**src/rtl/pulse_train_gen_pkg.sv**
```systemverilog
// Shared state type, default width and length-saturation helper for the pulse train generator.
package pulse_gen_pkg;

  localparam int CNT_W_DEF = 8;
  localparam int SAT_W     = 32;

  typedef enum logic [1:0] {
    IDLE = 2'd0,
    HIGH = 2'd1,
    LOW  = 2'd2
  } pg_state_t;

  // A programmed length of 0 behaves as a length of 1.
  function automatic logic [SAT_W-1:0] sat1(input logic [SAT_W-1:0] x);
    logic [SAT_W-1:0] r;
    if (x == {SAT_W{1'b0}}) begin
      r = {{(SAT_W-1){1'b0}}, 1'b1};
    end else begin
      r = x;
    end
    return r;
  endfunction

endpackage

```
**src/rtl/pulse_train_gen_if.sv**
```systemverilog
// Control, configuration and waveform/status bundle between a requester and the pulse train generator.
interface pulse_train_gen_if
  import pulse_gen_pkg::*;
#(
  parameter int CNT_W = CNT_W_DEF
);

  logic             start;
  logic             abort;
  logic [CNT_W-1:0] high_len;
  logic [CNT_W-1:0] low_len;
  logic [CNT_W-1:0] num_pulses;
  logic             signal;
  logic             rise_strobe;
  logic             fall_strobe;
  logic             busy;
  logic             done;
  logic             aborted;

  modport master (
    output start, abort, high_len, low_len, num_pulses,
    input  signal, rise_strobe, fall_strobe, busy, done, aborted
  );

  modport slave (
    input  start, abort, high_len, low_len, num_pulses,
    output signal, rise_strobe, fall_strobe, busy, done, aborted
  );

endinterface

```
**src/rtl/pulse_train_gen_phase_timer.sv**
```systemverilog
// Loadable down-counter that holds at zero; times the current high or low phase.
module phase_timer #(
  parameter int W = 8
) (
  input  logic         clk,
  input  logic         rst,
  input  logic         load,
  input  logic [W-1:0] load_val,
  output logic         zero
);

  logic [W-1:0] cnt_q;
  logic [W-1:0] cnt_d;

  // Next count: load wins, otherwise count down and stick at zero.
  always_comb begin
    cnt_d = cnt_q;
    if (load) begin
      cnt_d = load_val;
    end else if (cnt_q != {W{1'b0}}) begin
      cnt_d = cnt_q - W'(1);
    end else begin
      cnt_d = cnt_q;
    end
  end

  // Counter register.
  always_ff @(posedge clk or posedge rst) begin
    if (rst) begin
      cnt_q <= {W{1'b0}};
    end else begin
      cnt_q <= cnt_d;
    end
  end

  assign zero = (cnt_q == {W{1'b0}});

endmodule

```
**src/rtl/pulse_train_gen.sv**
```systemverilog
// Programmable pulse train: N pulses of max(H,1) high cycles separated by max(L,1) low cycles,
// with registered edge strobes and done/aborted completion pulses.
module pulse_train_gen
  import pulse_gen_pkg::*;
#(
  parameter int CNT_W = CNT_W_DEF
) (
  input  logic             clk,
  input  logic             rst,
  pulse_train_gen_if.slave bus
);

  pg_state_t        state_q, state_d;
  logic [CNT_W-1:0] prem_q, prem_d;
  logic [CNT_W-1:0] high_q, high_d;
  logic [CNT_W-1:0] low_q, low_d;
  logic             signal_q, signal_d;
  logic             rise_q, rise_d;
  logic             fall_q, fall_d;
  logic             busy_q, busy_d;
  logic             done_q, done_d;
  logic             aborted_q, aborted_d;
  logic             tmr_load_s;
  logic [CNT_W-1:0] tmr_val_s;
  logic             tmr_zero_s;

  // The timer holds (length - 1) so that a phase lasts exactly max(length,1) cycles.
  function automatic logic [CNT_W-1:0] phase_init(input logic [CNT_W-1:0] len);
    return CNT_W'(sat1(SAT_W'(len)) - SAT_W'(1));
  endfunction

  phase_timer #(.W(CNT_W)) u_pcnt (
    .clk      (clk),
    .rst      (rst),
    .load     (tmr_load_s),
    .load_val (tmr_val_s),
    .zero     (tmr_zero_s)
  );

  // Next-state, counter and output decode; abort outranks start and phase events.
  always_comb begin
    state_d    = state_q;
    prem_d     = prem_q;
    high_d     = high_q;
    low_d      = low_q;
    signal_d   = signal_q;
    rise_d     = 1'b0;
    fall_d     = 1'b0;
    done_d     = 1'b0;
    aborted_d  = 1'b0;
    tmr_load_s = 1'b0;
    tmr_val_s  = {CNT_W{1'b0}};

    case (state_q)
      IDLE: begin
        if (bus.abort) begin
          state_d = IDLE;
        end else if (bus.start) begin
          if (bus.num_pulses == {CNT_W{1'b0}}) begin
            done_d = 1'b1;
          end else begin
            state_d    = HIGH;
            signal_d   = 1'b1;
            rise_d     = 1'b1;
            high_d     = bus.high_len;
            low_d      = bus.low_len;
            prem_d     = bus.num_pulses - CNT_W'(1);
            tmr_load_s = 1'b1;
            tmr_val_s  = phase_init(bus.high_len);
          end
        end else begin
          state_d = IDLE;
        end
      end
      HIGH: begin
        if (bus.abort) begin
          state_d    = IDLE;
          signal_d   = 1'b0;
          fall_d     = signal_q;
          aborted_d  = 1'b1;
          prem_d     = {CNT_W{1'b0}};
          tmr_load_s = 1'b1;
        end else if (!tmr_zero_s) begin
          state_d = HIGH;
        end else if (prem_q != {CNT_W{1'b0}}) begin
          state_d    = LOW;
          signal_d   = 1'b0;
          fall_d     = 1'b1;
          tmr_load_s = 1'b1;
          tmr_val_s  = phase_init(low_q);
        end else begin
          // Last pulse ends the train directly; there is no trailing low phase.
          state_d  = IDLE;
          signal_d = 1'b0;
          fall_d   = 1'b1;
          done_d   = 1'b1;
        end
      end
      LOW: begin
        if (bus.abort) begin
          state_d    = IDLE;
          signal_d   = 1'b0;
          fall_d     = signal_q;
          aborted_d  = 1'b1;
          prem_d     = {CNT_W{1'b0}};
          tmr_load_s = 1'b1;
        end else if (tmr_zero_s) begin
          state_d    = HIGH;
          signal_d   = 1'b1;
          rise_d     = 1'b1;
          prem_d     = prem_q - CNT_W'(1);
          tmr_load_s = 1'b1;
          tmr_val_s  = phase_init(high_q);
        end else begin
          state_d = LOW;
        end
      end
      default: begin
        state_d    = IDLE;
        signal_d   = 1'b0;
        prem_d     = {CNT_W{1'b0}};
        tmr_load_s = 1'b1;
      end
    endcase

    busy_d = (state_d != IDLE);
  end

  // State, configuration and output registers.
  always_ff @(posedge clk or posedge rst) begin
    if (rst) begin
      state_q   <= IDLE;
      prem_q    <= {CNT_W{1'b0}};
      high_q    <= {CNT_W{1'b0}};
      low_q     <= {CNT_W{1'b0}};
      signal_q  <= 1'b0;
      rise_q    <= 1'b0;
      fall_q    <= 1'b0;
      busy_q    <= 1'b0;
      done_q    <= 1'b0;
      aborted_q <= 1'b0;
    end else begin
      state_q   <= state_d;
      prem_q    <= prem_d;
      high_q    <= high_d;
      low_q     <= low_d;
      signal_q  <= signal_d;
      rise_q    <= rise_d;
      fall_q    <= fall_d;
      busy_q    <= busy_d;
      done_q    <= done_d;
      aborted_q <= aborted_d;
    end
  end

  assign bus.signal      = signal_q;
  assign bus.rise_strobe = rise_q;
  assign bus.fall_strobe = fall_q;
  assign bus.busy        = busy_q;
  assign bus.done        = done_q;
  assign bus.aborted     = aborted_q;

endmodule

```
**src/flat_wrapper.sv**
```systemverilog
// flat-port wrapper written by rule: the top's interface ports become plain ports
module pulse_train_gen_flat import pulse_gen_pkg::*;
#(
  parameter int CNT_W = CNT_W_DEF
)
  (clk, rst, bus_start, bus_abort, bus_high_len, bus_low_len, bus_num_pulses, bus_signal, bus_rise_strobe, bus_fall_strobe, bus_busy, bus_done, bus_aborted);
  pulse_train_gen_if #(.CNT_W(CNT_W)) bus_i ();
  input  logic clk;
  input  logic rst;
  input wire logic [$bits(bus_i.start)-1:0] bus_start;
  input wire logic [$bits(bus_i.abort)-1:0] bus_abort;
  input wire logic [$bits(bus_i.high_len)-1:0] bus_high_len;
  input wire logic [$bits(bus_i.low_len)-1:0] bus_low_len;
  input wire logic [$bits(bus_i.num_pulses)-1:0] bus_num_pulses;
  output wire logic [$bits(bus_i.signal)-1:0] bus_signal;
  output wire logic [$bits(bus_i.rise_strobe)-1:0] bus_rise_strobe;
  output wire logic [$bits(bus_i.fall_strobe)-1:0] bus_fall_strobe;
  output wire logic [$bits(bus_i.busy)-1:0] bus_busy;
  output wire logic [$bits(bus_i.done)-1:0] bus_done;
  output wire logic [$bits(bus_i.aborted)-1:0] bus_aborted;
  assign bus_i.start = bus_start;
  assign bus_i.abort = bus_abort;
  assign bus_i.high_len = bus_high_len;
  assign bus_i.low_len = bus_low_len;
  assign bus_i.num_pulses = bus_num_pulses;
  assign bus_signal = bus_i.signal;
  assign bus_rise_strobe = bus_i.rise_strobe;
  assign bus_fall_strobe = bus_i.fall_strobe;
  assign bus_busy = bus_i.busy;
  assign bus_done = bus_i.done;
  assign bus_aborted = bus_i.aborted;
  pulse_train_gen #(.CNT_W(CNT_W)) u_core (.clk(clk), .rst(rst), .bus(bus_i));
endmodule
```
**config.mk**
```make
export PLATFORM = sky130hd
export DESIGN_NAME = pulse_train_gen_flat
export DESIGN_NICKNAME = d
export VERILOG_FILES = /design/src/rtl/pulse_train_gen_pkg.sv /design/src/rtl/pulse_train_gen_if.sv /design/src/rtl/pulse_train_gen_phase_timer.sv /design/src/rtl/pulse_train_gen.sv /design/src/flat_wrapper.sv
export SDC_FILE = /design/constraint.sdc
export NUM_CORES = 1
export LEC_CHECK = 0
export CELL_PAD_IN_SITES_DETAIL_PLACEMENT = 0
export CELL_PAD_IN_SITES_GLOBAL_PLACEMENT = 1
export CORE_UTILIZATION = 42
export CTS_CLUSTER_SIZE = 14
export DETAILED_ROUTE_END_ITERATION = 10
export GPL_TIMING_DRIVEN = 1
export PLACE_DENSITY_LB_ADDON = 0.2
export REMOVE_ABC_BUFFERS = 1
export SLEW_MARGIN = 20
export SYNTH_ARGS = -nofsm -noshare
export SYNTH_HDL_FRONTEND = slang
export SYNTH_HIERARCHICAL = 1
export SYNTH_SLANG_ARGS = --single-unit
```
**constraint.sdc**
```tcl
create_clock -name clk -period 3.13 [get_ports clk]
set_clock_uncertainty 0.1 [all_clocks]
set_input_delay 0.626 -clock clk [delete_from_list [all_inputs] [get_ports clk]]
set_output_delay 0.626 -clock clk [all_outputs]
set_load 0.05 [all_outputs]
```
======== Word level (Yosys, flattened, before mapping) ========
Index checks and enable logic that the tools add are counted.
storage, ports and cells
  RAM bits ................................ 0
  bits in read-only memories .............. 0
  word-level logic and storage cells ...... 113
  bits in registers ....................... 40
  latch bits .............................. 0
  output and inout bits ................... 6
  memories ................................ 0
  input bits .............................. 28
operators by class
  multiply operators ...................... 0
  shift-type cells ........................ 0
  reduce and logical (&&, ||, !) cells .... 14
  div/mod/pow operators ................... 0
  muxes and demuxes ....................... 72
  $lt $le $gt $ge ......................... 0
  bitwise operators ....................... 2
  equality and inequality tests ........... 8
  add/sub/neg operators ................... 6
operators with widths
  operator             number
  $mux 8               30
  $pmux 8 s3           2
  $sub 8x1->8 const B  6
  $logic_not 8->1      5
  $mux 1               26
  $mux 2               8
  $reduce_bool 8->1    2
  $reduce_and 5->1     2
  $ne 2x2->1 const B   4
  $ne 3x2->1 const B   2
  $pmux 1 s2           3
  $pmux 1 s3           2
  $pmux 2 s3           1
  $reduce_and 4->1     1
  $reduce_bool 2->1    2
  $eq 2x1->1 const B   1
  $eq 2x2->1 const B   1
  $logic_not 2->1      1
  $not 1->1            2
  $reduce_or 2->1      1

======== Depth between registers and ports, before layout ========
  word-level depth ........................ 12
  gate-level depth with buffers ........... 12
  depth with buffers taken out ............ 10

======== Hierarchy ========
The synthesis kept the hierarchy.
modules (own cells, without submodules)
  module           cells an instance  instances  area each (um^2)  seq. area each (um^2)
  pulse_train_gen  256                1          2,248.4           800.8
  phase_timer      56                 1          496.7             200.2

======== Worst setup path after synthesis ========
OpenSTA, ideal clock, no wires.
  path kind ............................... input -> register
  start ................................... input port bus_num_pulses[0]
  end ..................................... register u_core.u_pcnt.cnt_q[1]
  library setup time ...................... 121 ps
  required time ........................... 2,909 ps
  stages on the path ...................... 9
  buffers on the path ..................... 1
  data arrival time ....................... 2,499 ps
  slack ................................... 410 ps
  path through ............................ inv_1 -> ha_1 -> or4b_4 -> o41ai_4 -> buf_6 -> o22ai_1 -> a21oi_1 -> nor2_1 -> a22o_2
between the ends
  longest elaborated chain between the ends .. 6
  elaborated cells on any way between the ends .. 11
  classes of those cells .................. mux (9); reduce/logical (2)
ends and longest elaborated chain
  element                        RTL line                           source
  start: declaration             flat_wrapper.sv:14                 input wire logic [$bits(bus_i.num_pulses)-1:0] bus_num_pulses;
  $logic_not 8->1                pulse_train_gen.sv:59              if (bus.num_pulses == {CNT_W{1'b0}}) begin
  $mux 8                         pulse_train_gen.sv:59
  $mux 8                         pulse_train_gen.sv:58              end else if (bus.start) begin
  $mux 8                         pulse_train_gen.sv:56              if (bus.abort) begin
  $pmux 8 s3                     pulse_train_gen.sv:54              case (state_q)
  named net u_core.tmr_val_s[1]  pulse_train_gen.sv:24              logic [CNT_W-1:0] tmr_val_s;
  $mux 8                         pulse_train_gen_phase_timer.sv:18  if (load) begin
  end signal: assignment         pulse_train_gen_phase_timer.sv:30  cnt_q <= {W{1'b0}};
  end signal: assignment         pulse_train_gen_phase_timer.sv:32  cnt_q <= cnt_d;
  end: declaration               pulse_train_gen_phase_timer.sv:12  logic [W-1:0] cnt_q;
The timed path passes the listed nets, and every way through them passes these cells.
A chain may end at the register's enable or synchronous reset.

======== Worst setup path after layout ========
  start ................................... register u_core.u_pcnt.cnt_q[0]
  end ..................................... register u_core.u_pcnt.cnt_q[7]
between the ends
  longest elaborated chain between the ends .. 5
  elaborated cells on any way between the ends .. 16
  classes of those cells .................. add/sub (1); mux (12); reduce/logical (3)
ends and longest elaborated chain
  element                           RTL line                                       source
  $logic_not 8->1 *                 pulse_train_gen_phase_timer.sv:36              assign zero = (cnt_q == {W{1'b0}});
  named net u_core.tmr_zero_s       pulse_train_gen.sv:25                          logic tmr_zero_s;
  $mux 8, on equally long branches  pulse_train_gen.sv:107, pulse_train_gen.sv:83
  $mux 8, on equally long branches  pulse_train_gen.sv:100, pulse_train_gen.sv:76
  $pmux 8 s3 *                      pulse_train_gen.sv:54
  named net u_core.tmr_val_s[7]     pulse_train_gen.sv:24
  $mux 8 *                          pulse_train_gen_phase_timer.sv:18
Mark *: on every way through the listed nets, which the timed path passes. The rest lies on a longest branch. The select of a mux whose other input is x is not followed.

==> metrics.txt <==
CTS root buf=clkbuf_8; first-pass GRT wire length=~12000 um; R2R Setup Slk=200 ps; Vias per Instance=5.77; Placer Congestion=0.881; Setup CP Type=reg2reg; H-tree levels=2; Initial DRC Count=143; Antenna diodes=0; FFs w/ async S/R, synth=100%; Cells after DPL=433; PostCTS Resize Cnt=0; top cell type's share of synthesized area=36.5%; fin crit period=2930 ps; Clock Sink Count=40; Synth area leader=dfrtp_1; Overall Global Routing Usage=21.0%; setup bufs post-CTS=0; CTS clk-pin slew, worst paths=~80 ps; total of max-cap violations=0; hold path endpoint=u_core/prem_q[7]$_DFFE_PP0P_; RSZ-0062 raised after global routing=no; latest clock arrival within the worst-skew pair=300 ps; Cells after Synth=around 310; Initial Utilization=43.5%; final hold vios=0; Top FF cell, synth=dfrtp_1; synthesized area=around 2700 um^2; final instance area=3410 um^2; Worst slew margin=57.6%; sequential element share of the synthesized area=36.5%; Post-synth EDFFs=0; Worst path max stage delay=520 ps; Syn-to-layout area delta=24.1%; commonest non-fill, non-tap cell in the layout=dfrtp_1; DP Area=3280 um^2; Detail Route Antenna Nets=0; flop and latch count out of synthesis=40; Mean Syn Cell Area=8.80 um^2; RR Startpoint=u_core/u_pcnt/cnt_q[0]$_DFFE_PP0P_; GRT Residual Overflow=0; Arrival @ worst endpoint=between 3000 and 4000 ps; met3 track demand over resource=roughly 4%; TritonCTS buffer count=5; wire length per cell=15.8 um; R2R Path End=u_core/u_pcnt/cnt_q[7]$_DFFE_PP0P_; worst setup path startpoint=u_core/u_pcnt/cnt_q[0]$_DFFE_PP0P_; Worst path slowest cell=or4b_1; Layout Nets=402; Tcrit/Tclk final=between 90% and 100%; status=complete, no violations; met1 GRT Util=31.1%; worst hold path depth=2; final-layout fill cell count=587; TritonCTS clock tree=built; Yosys cell types=56; final core utilization=53.9%; most frequent cells in the layout=dfrtp_1, clkdlybuf4s50_1, nor2_1; DRC=0; Worst VDD drop=0.000367 V; row cnt=29; Core ar.=6310 um^2; share of cells above drive strength 1=about 15%; Worst-Margin Slew=628 ps; HPWL Detailed=between 5000 and 6000 um; GRT Max-Usage Layer=met2; FF-to-FF path depth=9; Die Footprint=6860 um^2; f_max=0.342 GHz; CP startpoint kind=flop; die height=82.8 um; Clock Tree Buf Depth=2; fin. max-slew vios=0; hold crit path type=reg2reg; endpoint class of the critical path=flop; Synth warnings=6; CTS Hold Bufs=0; Pre-antenna DRT Iters=4; Pleak=approximately 1.4 nW; Critical Path RT=between 3000 and 4000 ps; drt total wl=6940 um; die width=82.8 um; met2 usage=31.1%; non-filler cells, final=440; synth top area cells=dfrtp_1, mux2_2, ha_1, nor2_1, o21ai_0; # IOs=34; power density over the cells=784 nW/um^2; largest net degree at the start of global routing=33; initial antenna violation count=0; final setup TNS=0 ps; PortBufs=33; vias=2538; worst hold margin=435 ps; hold path start=u_core/prem_q[7]$_DFFE_PP0P_; CP Cell Sequence=inv_1 > ha_1 > or4b_1 > nor2_2 > nand2_1 > a21oi_2 > nand3_1 > a31oi_1 > a221o_1; vias in the first global route=about 2400; Final setup viols=0; crit-path max FO=9
## worst max path at each step
stage | cells past startpoint | slack [ps] | to
2_1_floorplan | 8 | 290 | u_core/u_pcnt/cnt_q[1]$_DFFE_PP0P_
3_5_place_dp | 9 | -20 | u_core/u_pcnt/cnt_q[7]$_DFFE_PP0P_
4_1_cts | 9 | 250 | u_core/u_pcnt/cnt_q[7]$_DFFE_PP0P_
3_3_place_gp | 10 | 60 | u_core/u_pcnt/cnt_q[7]$_DFFE_PP0P_
6_report | 9 | 200 | u_core/u_pcnt/cnt_q[7]$_DFFE_PP0P_
5_1_grt | 9 | 50 | u_core/u_pcnt/cnt_q[7]$_DFFE_PP0P_
## cell families after synthesis
| kind of cell | count (synthesis) | synth area share, % |
|---|---|---|
| and+or+nand+nor | 110 | 20.4 |
| adders and majority gates | 11 | 5.01 |
| xor gates and xnor gates | 17 | 5.42 |
| muxes | 16 | 6.56 |
| buffers and inverters | 29 | 4.51 |
| AOI/OAI and AO/OA | 89 | 21.6 |
| DFF | 40 | 36.5 |
## worst max-delay path: cells and delay by family, from the launching register on
| family | cells | cell delay, ps |
|---|---|---|
| AND/OR/NAND/NOR | 4 | 1200 |
| AO/OA/AOI/OAI | 3 | 830 |
| flip-flops | 1 | 420 |
| adder cells (fa/ha/maj) | 1 | 230 |
| buffers and inverters | 1 | 90 |
## metrics by stage
step | worst slack (ps) | power [mW]
2_1_floorplan | 291 | 1.76
3_3_place_gp | 57.2 | 2.15
3_5_place_dp | -15.8 | 2.16
4_1_cts | 251 | 2.67
5_1_grt | 54.0 | 2.86
6_report | 203 | 2.67
## where the power goes
part           total (mW)  internal (mW)  switching (mW)
clock               0.505          0.314           0.191
combinational        1.21          0.545           0.667
sequential          0.953          0.725           0.228
## registers in the layout, summed over array words and instances, names as in the netlist
| name | count |
|---|---|
| u_core/bus.rise_strobe | 1 |
| u_core/bus.busy | 1 |
| u_core/bus.fall_strobe | 1 |
| u_core/u_pcnt/cnt_q | 8 |
| u_core/bus.signal | 1 |
| u_core/state_q | 2 |
| u_core/bus.done | 1 |
| u_core/high_q | 8 |
| u_core/low_q | 8 |
| u_core/prem_q | 8 |
| u_core/bus.aborted | 1 |
## area by class of cell
class	instances	area [um^2]	share of cell area, %
multi-input cells	243	1620	47.6
flip-flops and latches	40	1000	29.4
repair buffers	54	488	14.3
clock buffers	5	68.8	2.02
well taps	77	96.3	2.83
clock inverters	2	60.1	1.76
inverters	19	71.3	2.09
## Yosys cell counts, types with 5 or more instances
cell       n
o31ai_1    5
nand3_1    6
ha_1      11
xnor2_1   11
nand2_1   24
a31oi_1    8
o21ai_0   21
nand2b_1   5
a21oi_1   20
dfrtp_1   40
a22oi_1    7
xor2_1     6
inv_1     19
nor4_1     6
clkbuf_1   5
nor2_1    30
mux2_2    16
nor3_1    15
## routing by layer
metal | wire length, um | vias to the layer above
li1 | - | 1246
met1 | 3390 | 1202
met2 | 3090 | 84
met3 | 397 | 6
met4 | 65 | 0
met5 | 0 | -
No activity file was read; power rests on OpenSTA's default activity.
